--- src/rtl/instr_fetch_if.sv ---
// Instruction-fetch bundle: instruction memory request/response port plus the
// valid/ready handshake towards decode. master = fetch stage, slave = environment.
interface instr_fetch_if #(
   parameter int ARCH = 32
);
   logic            imem_req_out;
   logic [ARCH-1:0] imem_addr_out;
   logic            imem_gnt_in;
   logic            imem_rvalid_in;
   logic [ARCH-1:0] imem_rdata_in;
   logic            imem_err_in;
   logic [ARCH-1:0] instr_out;
   logic [ARCH-1:0] instr_pc_out;
   logic            instr_valid_out;
   logic            instr_ready_in;

   modport master (
      output imem_req_out, imem_addr_out,
      input  imem_gnt_in, imem_rvalid_in, imem_rdata_in, imem_err_in,
      output instr_out, instr_pc_out, instr_valid_out,
      input  instr_ready_in
   );

   modport slave (
      input  imem_req_out, imem_addr_out,
      output imem_gnt_in, imem_rvalid_in, imem_rdata_in, imem_err_in,
      input  instr_out, instr_pc_out, instr_valid_out,
      output instr_ready_in
   );
endinterface

--- src/rtl/instr_fetch.sv ---
// Fetch stage: one outstanding imem transaction per PC, result held for decode.
// Optional misaligned-PC fault enabled by defining FETCH_MISALIGN_CHK_EN.
module instr_fetch #(
   parameter int ARCH           = 32,
   parameter int TIMEOUT_CYCLES = 15
) (
   input  logic            clk,
   input  logic            rst_n,
   input  logic [ARCH-1:0] pc_in,
   input  logic            flush_in,
   instr_fetch_if.master   bus,
   output logic            pc_en_out,
   output logic            fetch_err_out,
   output logic            misalign_out
);

   localparam int CNT_W = (TIMEOUT_CYCLES < 1) ? 1 : $clog2(TIMEOUT_CYCLES + 1);
   localparam logic [CNT_W-1:0] CNT_MAX = CNT_W'(TIMEOUT_CYCLES);

   typedef enum logic [2:0] {IDLE, REQ, WAIT, HOLD, ERR} state_t;

   state_t          state_q, state_d;
   logic [CNT_W-1:0] cnt_q;
   logic            drop_q;
   logic [ARCH-1:0] instr_q;
   logic [ARCH-1:0] instr_pc_q;
   logic            req_c;
   logic [ARCH-1:0] addr_c;
   logic            misalign_hit;
   logic            drop_eff;

   function automatic logic [CNT_W-1:0] sat_inc(input logic [CNT_W-1:0] v);
      sat_inc = (v == CNT_MAX) ? v : v + CNT_W'(1);
   endfunction

   // A flush coinciding with rvalid discards that response as well.
   assign drop_eff = drop_q | flush_in;

   always_comb begin
      state_d      = state_q;
      req_c        = 1'b0;
      addr_c       = '0;
      misalign_hit = 1'b0;
      case (state_q)
         IDLE: state_d = REQ;
         REQ: begin
            addr_c = pc_in;
`ifdef FETCH_MISALIGN_CHK_EN
            misalign_hit = |pc_in[1:0];
`endif
            if (misalign_hit) begin
               state_d = ERR;
            end else begin
               req_c = 1'b1;
               if (bus.imem_gnt_in) state_d = WAIT;
            end
         end
         WAIT: begin
            if (bus.imem_rvalid_in) begin
               if (drop_eff)              state_d = REQ;
               else if (bus.imem_err_in)  state_d = ERR;
               else                       state_d = HOLD;
            end else if (cnt_q == CNT_MAX) begin
               state_d = ERR;
            end
         end
         HOLD: if (flush_in || bus.instr_ready_in) state_d = REQ;
         ERR:  if (flush_in) state_d = REQ;
         default: state_d = IDLE;
      endcase
   end

   always_ff @(posedge clk or negedge rst_n) begin
      if (!rst_n) begin
         state_q    <= IDLE;
         cnt_q      <= '0;
         drop_q     <= 1'b0;
         instr_q    <= '0;
         instr_pc_q <= '0;
      end else begin
         state_q <= state_d;
         if (state_q == REQ && req_c && bus.imem_gnt_in) begin
            instr_pc_q <= pc_in;
            cnt_q      <= '0;
            drop_q     <= 1'b0;
         end
         if (state_q == WAIT) begin
            if (bus.imem_rvalid_in) begin
               drop_q <= 1'b0;
               if (!drop_eff && !bus.imem_err_in) instr_q <= bus.imem_rdata_in;
            end else begin
               cnt_q <= sat_inc(cnt_q);
               if (flush_in) drop_q <= 1'b1;
            end
         end
      end
   end

`ifdef FETCH_MISALIGN_CHK_EN
   logic misalign_q;

   always_ff @(posedge clk or negedge rst_n) begin
      if (!rst_n)                            misalign_q <= 1'b0;
      else if (state_q == REQ && misalign_hit) misalign_q <= 1'b1;
      else if (state_q == ERR && flush_in)     misalign_q <= 1'b0;
   end

   assign misalign_out = misalign_q;
`else
   assign misalign_out = 1'b0;
`endif

   assign bus.imem_req_out    = req_c;
   assign bus.imem_addr_out   = addr_c;
   assign bus.instr_out       = instr_q;
   assign bus.instr_pc_out    = instr_pc_q;
   assign bus.instr_valid_out = (state_q == HOLD);
   assign pc_en_out           = (state_q == HOLD) && bus.instr_ready_in && !flush_in;
   assign fetch_err_out       = (state_q == ERR);

endmodule

--- src/flat_wrapper.sv ---
// flat-port wrapper written by rule: the top's interface ports become plain ports
module instr_fetch_flat 
#(
   parameter int ARCH           = 32,
   parameter int TIMEOUT_CYCLES = 15
)
  (clk, rst_n, pc_in, flush_in, pc_en_out, fetch_err_out, misalign_out, bus_imem_req_out, bus_imem_addr_out, bus_imem_gnt_in, bus_imem_rvalid_in, bus_imem_rdata_in, bus_imem_err_in, bus_instr_out, bus_instr_pc_out, bus_instr_valid_out, bus_instr_ready_in);
  instr_fetch_if #(.ARCH(ARCH)) bus_i ();
  input  logic clk;
  input  logic rst_n;
  input  logic [ARCH-1:0] pc_in;
  input  logic flush_in;
  output logic pc_en_out;
  output logic fetch_err_out;
  output logic misalign_out;
  output wire logic [$bits(bus_i.imem_req_out)-1:0] bus_imem_req_out;
  output wire logic [$bits(bus_i.imem_addr_out)-1:0] bus_imem_addr_out;
  input wire logic [$bits(bus_i.imem_gnt_in)-1:0] bus_imem_gnt_in;
  input wire logic [$bits(bus_i.imem_rvalid_in)-1:0] bus_imem_rvalid_in;
  input wire logic [$bits(bus_i.imem_rdata_in)-1:0] bus_imem_rdata_in;
  input wire logic [$bits(bus_i.imem_err_in)-1:0] bus_imem_err_in;
  output wire logic [$bits(bus_i.instr_out)-1:0] bus_instr_out;
  output wire logic [$bits(bus_i.instr_pc_out)-1:0] bus_instr_pc_out;
  output wire logic [$bits(bus_i.instr_valid_out)-1:0] bus_instr_valid_out;
  input wire logic [$bits(bus_i.instr_ready_in)-1:0] bus_instr_ready_in;
  assign bus_imem_req_out = bus_i.imem_req_out;
  assign bus_imem_addr_out = bus_i.imem_addr_out;
  assign bus_i.imem_gnt_in = bus_imem_gnt_in;
  assign bus_i.imem_rvalid_in = bus_imem_rvalid_in;
  assign bus_i.imem_rdata_in = bus_imem_rdata_in;
  assign bus_i.imem_err_in = bus_imem_err_in;
  assign bus_instr_out = bus_i.instr_out;
  assign bus_instr_pc_out = bus_i.instr_pc_out;
  assign bus_instr_valid_out = bus_i.instr_valid_out;
  assign bus_i.instr_ready_in = bus_instr_ready_in;
  instr_fetch #(.ARCH(ARCH), .TIMEOUT_CYCLES(TIMEOUT_CYCLES)) u_core (.clk(clk), .rst_n(rst_n), .pc_in(pc_in), .flush_in(flush_in), .bus(bus_i), .pc_en_out(pc_en_out), .fetch_err_out(fetch_err_out), .misalign_out(misalign_out));
endmodule
--- config.mk ---
export PLATFORM = sky130hd
export DESIGN_NAME = instr_fetch_flat
export DESIGN_NICKNAME = d
export VERILOG_FILES = /design/src/rtl/instr_fetch_if.sv /design/src/rtl/instr_fetch.sv /design/src/flat_wrapper.sv
export SDC_FILE = /design/constraint.sdc
export NUM_CORES = 1
export LEC_CHECK = 0
export CELL_PAD_IN_SITES_DETAIL_PLACEMENT = 1
export CELL_PAD_IN_SITES_GLOBAL_PLACEMENT = 2
export CORE_MARGIN = 10
export CORE_UTILIZATION = 22
export DETAILED_ROUTE_END_ITERATION = 8
export PLACE_DENSITY = 0.84
export SYNTH_ARGS = -nofsm -noshare
export SYNTH_HDL_FRONTEND = slang
export SYNTH_SLANG_ARGS = --single-unit
--- constraint.sdc ---
create_clock -name clk -period 2.22 [get_ports clk]
set_clock_uncertainty 0.05 [all_clocks]
set_input_delay 0.444 -clock clk [delete_from_list [all_inputs] [get_ports clk]]
set_output_delay 0.444 -clock clk [all_outputs]
set_load 0.03 [all_outputs]
==> impl_metrics.yaml <==
clock_tree:
  path_clk_slew_ns: 0.06
  cts_max_level: 3
  clk-insertion-delay-late_ns: 0.33
  cts_buffer_depth: 2
  cts_setup_buffers: 0
  cts_tree: "built"
  clock-sinks: 72
  cts-root-buf: "clkbuf_16"
  cts_made_buffers: 9
placed_design:
  io_buffers: 170
  gp_congestion: 0.7442
  dp_worst_setup_slack_ns: 0.05015
  hpwl_um: 8673
pwr:
  swShare: 0.4401
  power_frac_comb: 0.559
  total_power_uw: 8403
  clkPwrFrac: 0.173
  power.switching_uw: 3698
  irDropWorstVdd_mv: 0.6550
  internal_power_uw: 4704
  leakage_uw: 0.002527
  p_per_area_mw_per_mm2: 1573
  seqPwrFrac: 0.268
global_route:
  grt_pass1_vias: 3045
  grt_max_degree: 35
  grtUsageTotal: 0.1107
  overflow: 0
  antenna_found_initial: 0
  grt_first_pass_wirelength_um: 17260
synthesis:
  synth.distinct_cells: 32
  synth_top_area_share: 0.5788
  synthCells: 295
  yosysSeqAreaShare: 0.5788
  avgSynthCellArea_um2: 10.55
  synth.net_count: 367
  ys_top_cells_by_area: "dfrtp_1 58%, nand2_1 12%, mux2_1 12%, and2_1 6.4%, buf_2 1.1%"
  synth_top_cell_by_area: "dfrtp_1"
  synth-seq-cells: 72
  synth_area_mm2: 0.003113
  yosysWarnings: 0
layout:
  drive_gt1_frac: 0.1482
  antenna_cells: 0
  area_growth_pct: 71.62
  nNetsFinal: 546
sta:
  post-route-min-period_ns: 2.106
  final_max_slew_viol_count: 0
  tns_ns: 0
  setup_viol: 0
  fmax_ghz: 0.4747
  timing.final.crit_share: 0.9489
  finalWorstSetupSlack_ns: 0.1135
  grt_setup_unrepaired: "no"
  timing_hold_violations_final: 0
  fin_hold_ws_ns: 0.4228
critical_path:
  r2r_cells: 4
  cp_cell_sequence: "buf_4 -> nor2_2 -> buf_4 -> and2_1 -> buf_4"
  critPathMostFrequentCell: "buf_4"
  path_depth: 5
  path_max_fanout: 13
  cp_slowest_cell: "dfrtp_1"
  cp-start-kind: "register"
  reg2reg_slack_ns: 0.48
  arrival_ns: 1.61
  cp_top_family: "buffers and inverters"
  cp.required_ns: 1.73
  r2r_start: "u_core.state_q[0]$_DFFE_PN0P_"
  critPathCapture: "bus_imem_addr_out[9]"
  worst-path-buf-inv: 3
  r2r_end: "u_core.cnt_q[3]$_DFFE_PN0P_"
  path_class: "reg -> out"
  critPathMaxStageDelay_ns: 0.43
  endpoint_kind: "primary output"
  critPathLaunch: "u_core.state_q[1]$_DFFE_PN0P_"
floorplanning:
  io_pins: 172
  fp.dieH_um: 139.0
  rows: 43
  dieArea_mm2: 0.01931
  start_util: 0.2243
  die_w_um: 139.0
  core_mm2: 0.01388
run:
  drv_cap: 0
detailed_routing:
  via_per_inst: 4.182
  drtAntennaViolNets: 0
  first_iter_violations: 69
  avgRoutedWirePerCell_um: 16.55
  wl_um: 10910
  dr.pass1.iters: 4
  remaining_drc_errors: 0
  routed-via-count: 2756
worst_hold_path:
  hold_path.class: "reg -> reg"
status:
  status: "finished clean"
-- final cells by class --
type	instances	area (um2)
fillers	1560	8538
clock inverters	6	68.82
clock buffers	10	229.0
multi-input cells	202	1239
well taps	180	225.2
repair buffers	184	1760
flip-flops and latches	72	1802
inverters	5	18.77
-- power groups by stage --
stage | registers, uW | logic, uW | clock network, uW
2_1_floorplan | 3350 | 1490 | 0
3_3_place_gp | 2240 | 4710 | 0
3_5_place_dp | 2280 | 4780 | 0
4_1_cts | 2260 | 4800 | 1520
5_1_grt | 2330 | 5030 | 1580
6_report | 2250 | 4700 | 1460
-- per-stage QoR --
stage,std cells,area (um2),utilization
after floorplan,295,3113,-
after global placement,642,5034,0.3626
after detailed placement,642,5034,0.3626
after CTS,659,5339,0.3846
after global routing,659,5343,0.3849
final,659,5343,0.3849
-- kinds of logic (layout without fill, tap and decap cells) --
family / count (synthesis) / in the layout / synth area share
AO/OA/AOI/OAI: 15 / 15 / 0.03417
adder cells (fa/ha/maj): 1 / 1 / 0.004019
buffers and inverters: 21 / 205 / 0.03054
flip-flops: 72 / 72 / 0.5788
multiplexers: 35 / 35 / 0.1254
other: 1 / 1 / 0.001205
AND/OR/NAND/NOR: 150 / 150 / 0.2259
-- placed cells by master (no fill, tap or decap), types with 2 or more instances in the layout --
cell type / synthesis / routed
clkdlybuf4s50_1: 0 / 133
nand2_1: 102 / 102
dfrtp_1: 72 / 72
buf_4: 2 / 44
and2_1: 32 / 32
mux2_1: 32 / 32
clkbuf_16: 0 / 9
nor2_1: 6 / 5
inv_1: 5 / 5
o21ai_0: 4 / 4
a21oi_1: 3 / 3
mux2i_1: 3 / 3
buf_12: 0 / 3
nand3_1: 2 / 2
clkinv_4: 0 / 2
dlygate4sd2_1: 0 / 2
-- registers in the layout (all words and copies together) (netlist names) --
name	cells
u_core.drop_q	1
u_core.state_q	3
u_core.bus.instr_out	32
u_core.cnt_q	4
u_core.bus.instr_pc_out	32
-- worst min-delay path by stage --
stage	depth (start not counted)	startpoint	endpoint
floorplan	0	rst_n	u_core.bus.instr_out[0]$_DFFE_PN0P_
global placement	1	rst_n	u_core.bus.instr_out[13]$_DFFE_PN0P_
detailed placement	1	rst_n	u_core.bus.instr_out[13]$_DFFE_PN0P_
CTS	2	u_core.bus.instr_pc_out[6]$_DFFE_PN0P_	u_core.bus.instr_pc_out[6]$_DFFE_PN0P_
global route	1	u_core.bus.instr_out[8]$_DFFE_PN0P_	u_core.bus.instr_out[8]$_DFFE_PN0P_
finish	2	u_core.bus.instr_pc_out[6]$_DFFE_PN0P_	u_core.bus.instr_pc_out[6]$_DFFE_PN0P_
-- synthesized netlist by cell type --
library cell	number
and2_1	32
a21oi_1	3
a31oi_1	1
a311oi_2	1
a31o_2	1
dfrtp_1	72
a21boi_0	1
inv_1	5
nand2_1	102
nand4bb_1	1
nor3b_4	1
nand2b_1	1
or4b_4	1
and3_1	1
nor2b_1	1
nor4bb_1	1
a22oi_1	1
buf_2	7
o21ai_0	4
o31ai_1	1
mux2i_1	3
nor2_1	6
o32ai_1	1
mux2_1	32
ha_1	1
conb_1	1
nand3_1	2
clkbuf_1	4
nor4b_2	1
o311a_1	1
buf_4	2
buf_1	3
-- worst min-delay path, delay by kind of cell, from the launching register on --
kind	cells	cell delay, ns
AND/OR/NAND/NOR	2	0.10
flip-flops	1	0.34
-- repair_timing --
item / 4_1_cts / 5_1_grt
setup endpoints to repair: 2 / 19
pin swaps: 0 / 0
hold endpoints to repair: 21 / 0
hold buffers: 1 / 0
resized for setup: 2 / 1
-- metal layers --
layer / track usage / vias up / routed length [um]
met3: 0.06370 / 11 / 1249
li1: - / 1308 / -
met5: 0 / - / 0
met2: 0.1651 / 130 / 4728
met1: 0.1330 / 1307 / 4817
met4: 0.02965 / 0 / 112
Power figures use the tool's default switching activity.
==> RTL change: new RTL, config.mk and constraints unchanged <==
Build with the macro `FETCH_MISALIGN_CHK_EN` defined.
--- a/src/rtl/instr_fetch.sv
+++ b/src/rtl/instr_fetch.sv
@@ -1,5 +1,7 @@
 // Fetch stage: one outstanding imem transaction per PC, result held for decode.
 // Optional misaligned-PC fault enabled by defining FETCH_MISALIGN_CHK_EN.
+`define FETCH_MISALIGN_CHK_EN
+
 module instr_fetch #(
    parameter int ARCH           = 32,
    parameter int TIMEOUT_CYCLES = 15
Behaviour: not the same (a bounded check fails within 4 cycles, from zero or initial values and one cycle with rst_n low).
==> RTL change against the original RTL <==
Via count is 7.0% lower. Global-route usage fell by 0.39 points. Sequential cell count is 1 higher. Synthesized cell count decreased by 20%. Largest cell class unchanged. Area after synthesis grew 4.1%. Setup slack worse by 0.042 ns. Die area increased by 3.5%. Critical endpoint is now bus_imem_addr_out[14]. Power is 13% lower. Design area increased by 3.1%. Wire length up 0.10%. Highest routed layer unchanged.
==> RTL change: results <==
[status]
status = "complete, no violations"

[sta]
setup_ws_ns = 0.0720

[global_routing]
grt.met2_usage = 0.188
gr-usage-met3 = 0.0374
grt_max_degree = 39
first_global_vias = 2914
grt_pass1_wl_um = 16800
met1_usage = 0.112

[route]
drt-initial-drc-count = 87
wl_um = 10900
num_vias = 2563
met1_length_um = 4060
firstDrtPassIters = 4
wl_met2_um = 5820
wl_met3_um = 826

[clock_network]
cts_setup_buffers = 0
post_cts_resized = 2
clock_path_buffers = 2

[layout]
final_nets = 487
drive_gt1_frac = 0.298
final_cells = 604

[placement]
placed_cell_area_mm2 = 0.00514
place_inst = 588
place_ws_ns = 0.159
gp_congestion = 0.702
port-buffer-count = 171

[yosys]
synth_compound_area_frac = 0.0363
avgSynthCellArea_um2 = 13.8
synthMuxAreaShare = 0.242
yosys-top-cells-count = "73 x dfrtp_1, 39 x mux2_2, 36 x and2_1"
synth_fa_ha_area_frac = 0.00386
ys_warn_count = 0
synth_area_leaders = "dfrtp_1 56%, mux2_2 14%, mux2_4 11%"
synth.net_count = 307

[hold_path]
hold_class = "input pin to asynchronous set/reset pin"

[power]
comb-power_mw = 3.92
power_switching_mw = 2.94
clk-power_mw = 1.35
leakage_nw = 2.52
p_sw_frac = 0.400

[critical_path]
slowest_delay_ns = 0.41
cp_data_arrival_time_ns = 1.65
critPathMaxFanout = 35
==> RTL change: changes by cell type after synthesis, moves of 3 or more <==
cell / delta
nand3_1: +4
o21ai_0: +4
and2_1: +4
mux2_1: -32
nor2_1: -3
buf_2: -3
buf_1: -3
buf_6: +3
nand2_1: -98
mux2i_1: -3
nor3_1: +3
mux2_2: +39
mux2_4: +23
==> RTL change: worst paths after layout <==
check                                                 from                           to  slack [ns]  cells past startpoint
worst min-delay path                                 rst_n     u_core.bus.instr_out[20]        0.02                      1
min in group clk                u_core.bus.instr_pc_out[0]   u_core.bus.instr_pc_out[0]        0.44                      1
worst max-delay path                     u_core.state_q[2]        bus_imem_addr_out[14]        0.07                      5
worst min register to register  u_core.bus.instr_pc_out[0]   u_core.bus.instr_pc_out[0]        0.44                      1
max in group asynchronous                            rst_n  u_core.bus.instr_pc_out[11]        1.48                      2
worst max register to register           u_core.state_q[2]  u_core.bus.instr_pc_out[25]        0.44                      6
==> RTL change: worst max-delay path, delay by kind of cell, from the launching register on <==
family | cells | cell delay [ns]
buffers and inverters | 3 | 0.50
flip-flops | 1 | 0.41
AND/OR/NAND/NOR | 2 | 0.40
==> RTL change: cell type report <==
class / instances / area (um2)
Multi-Input combinational cell: 147 / 1330
Clock inverter: 4 / 28.8
Clock buffer: 12 / 246
Sequential cell: 73 / 1830
Tap cell: 184 / 230
Inverter: 5 / 18.8
Fill cell: 1536 / 8970
Timing Repair Buffer: 179 / 1830
==> RTL change: cell families (layout without fill, tap and decap cells) <==
| kind of cell | after synthesis | after routing |
|---|---|---|
| buffers and inverters | 15 | 200 |
| AO/OA/AOI/OAI | 20 | 20 |
| multiplexers | 62 | 62 |
| AND/OR/NAND/NOR | 64 | 64 |
| flip-flops | 73 | 73 |
| adder cells (fa/ha/maj) | 1 | 1 |
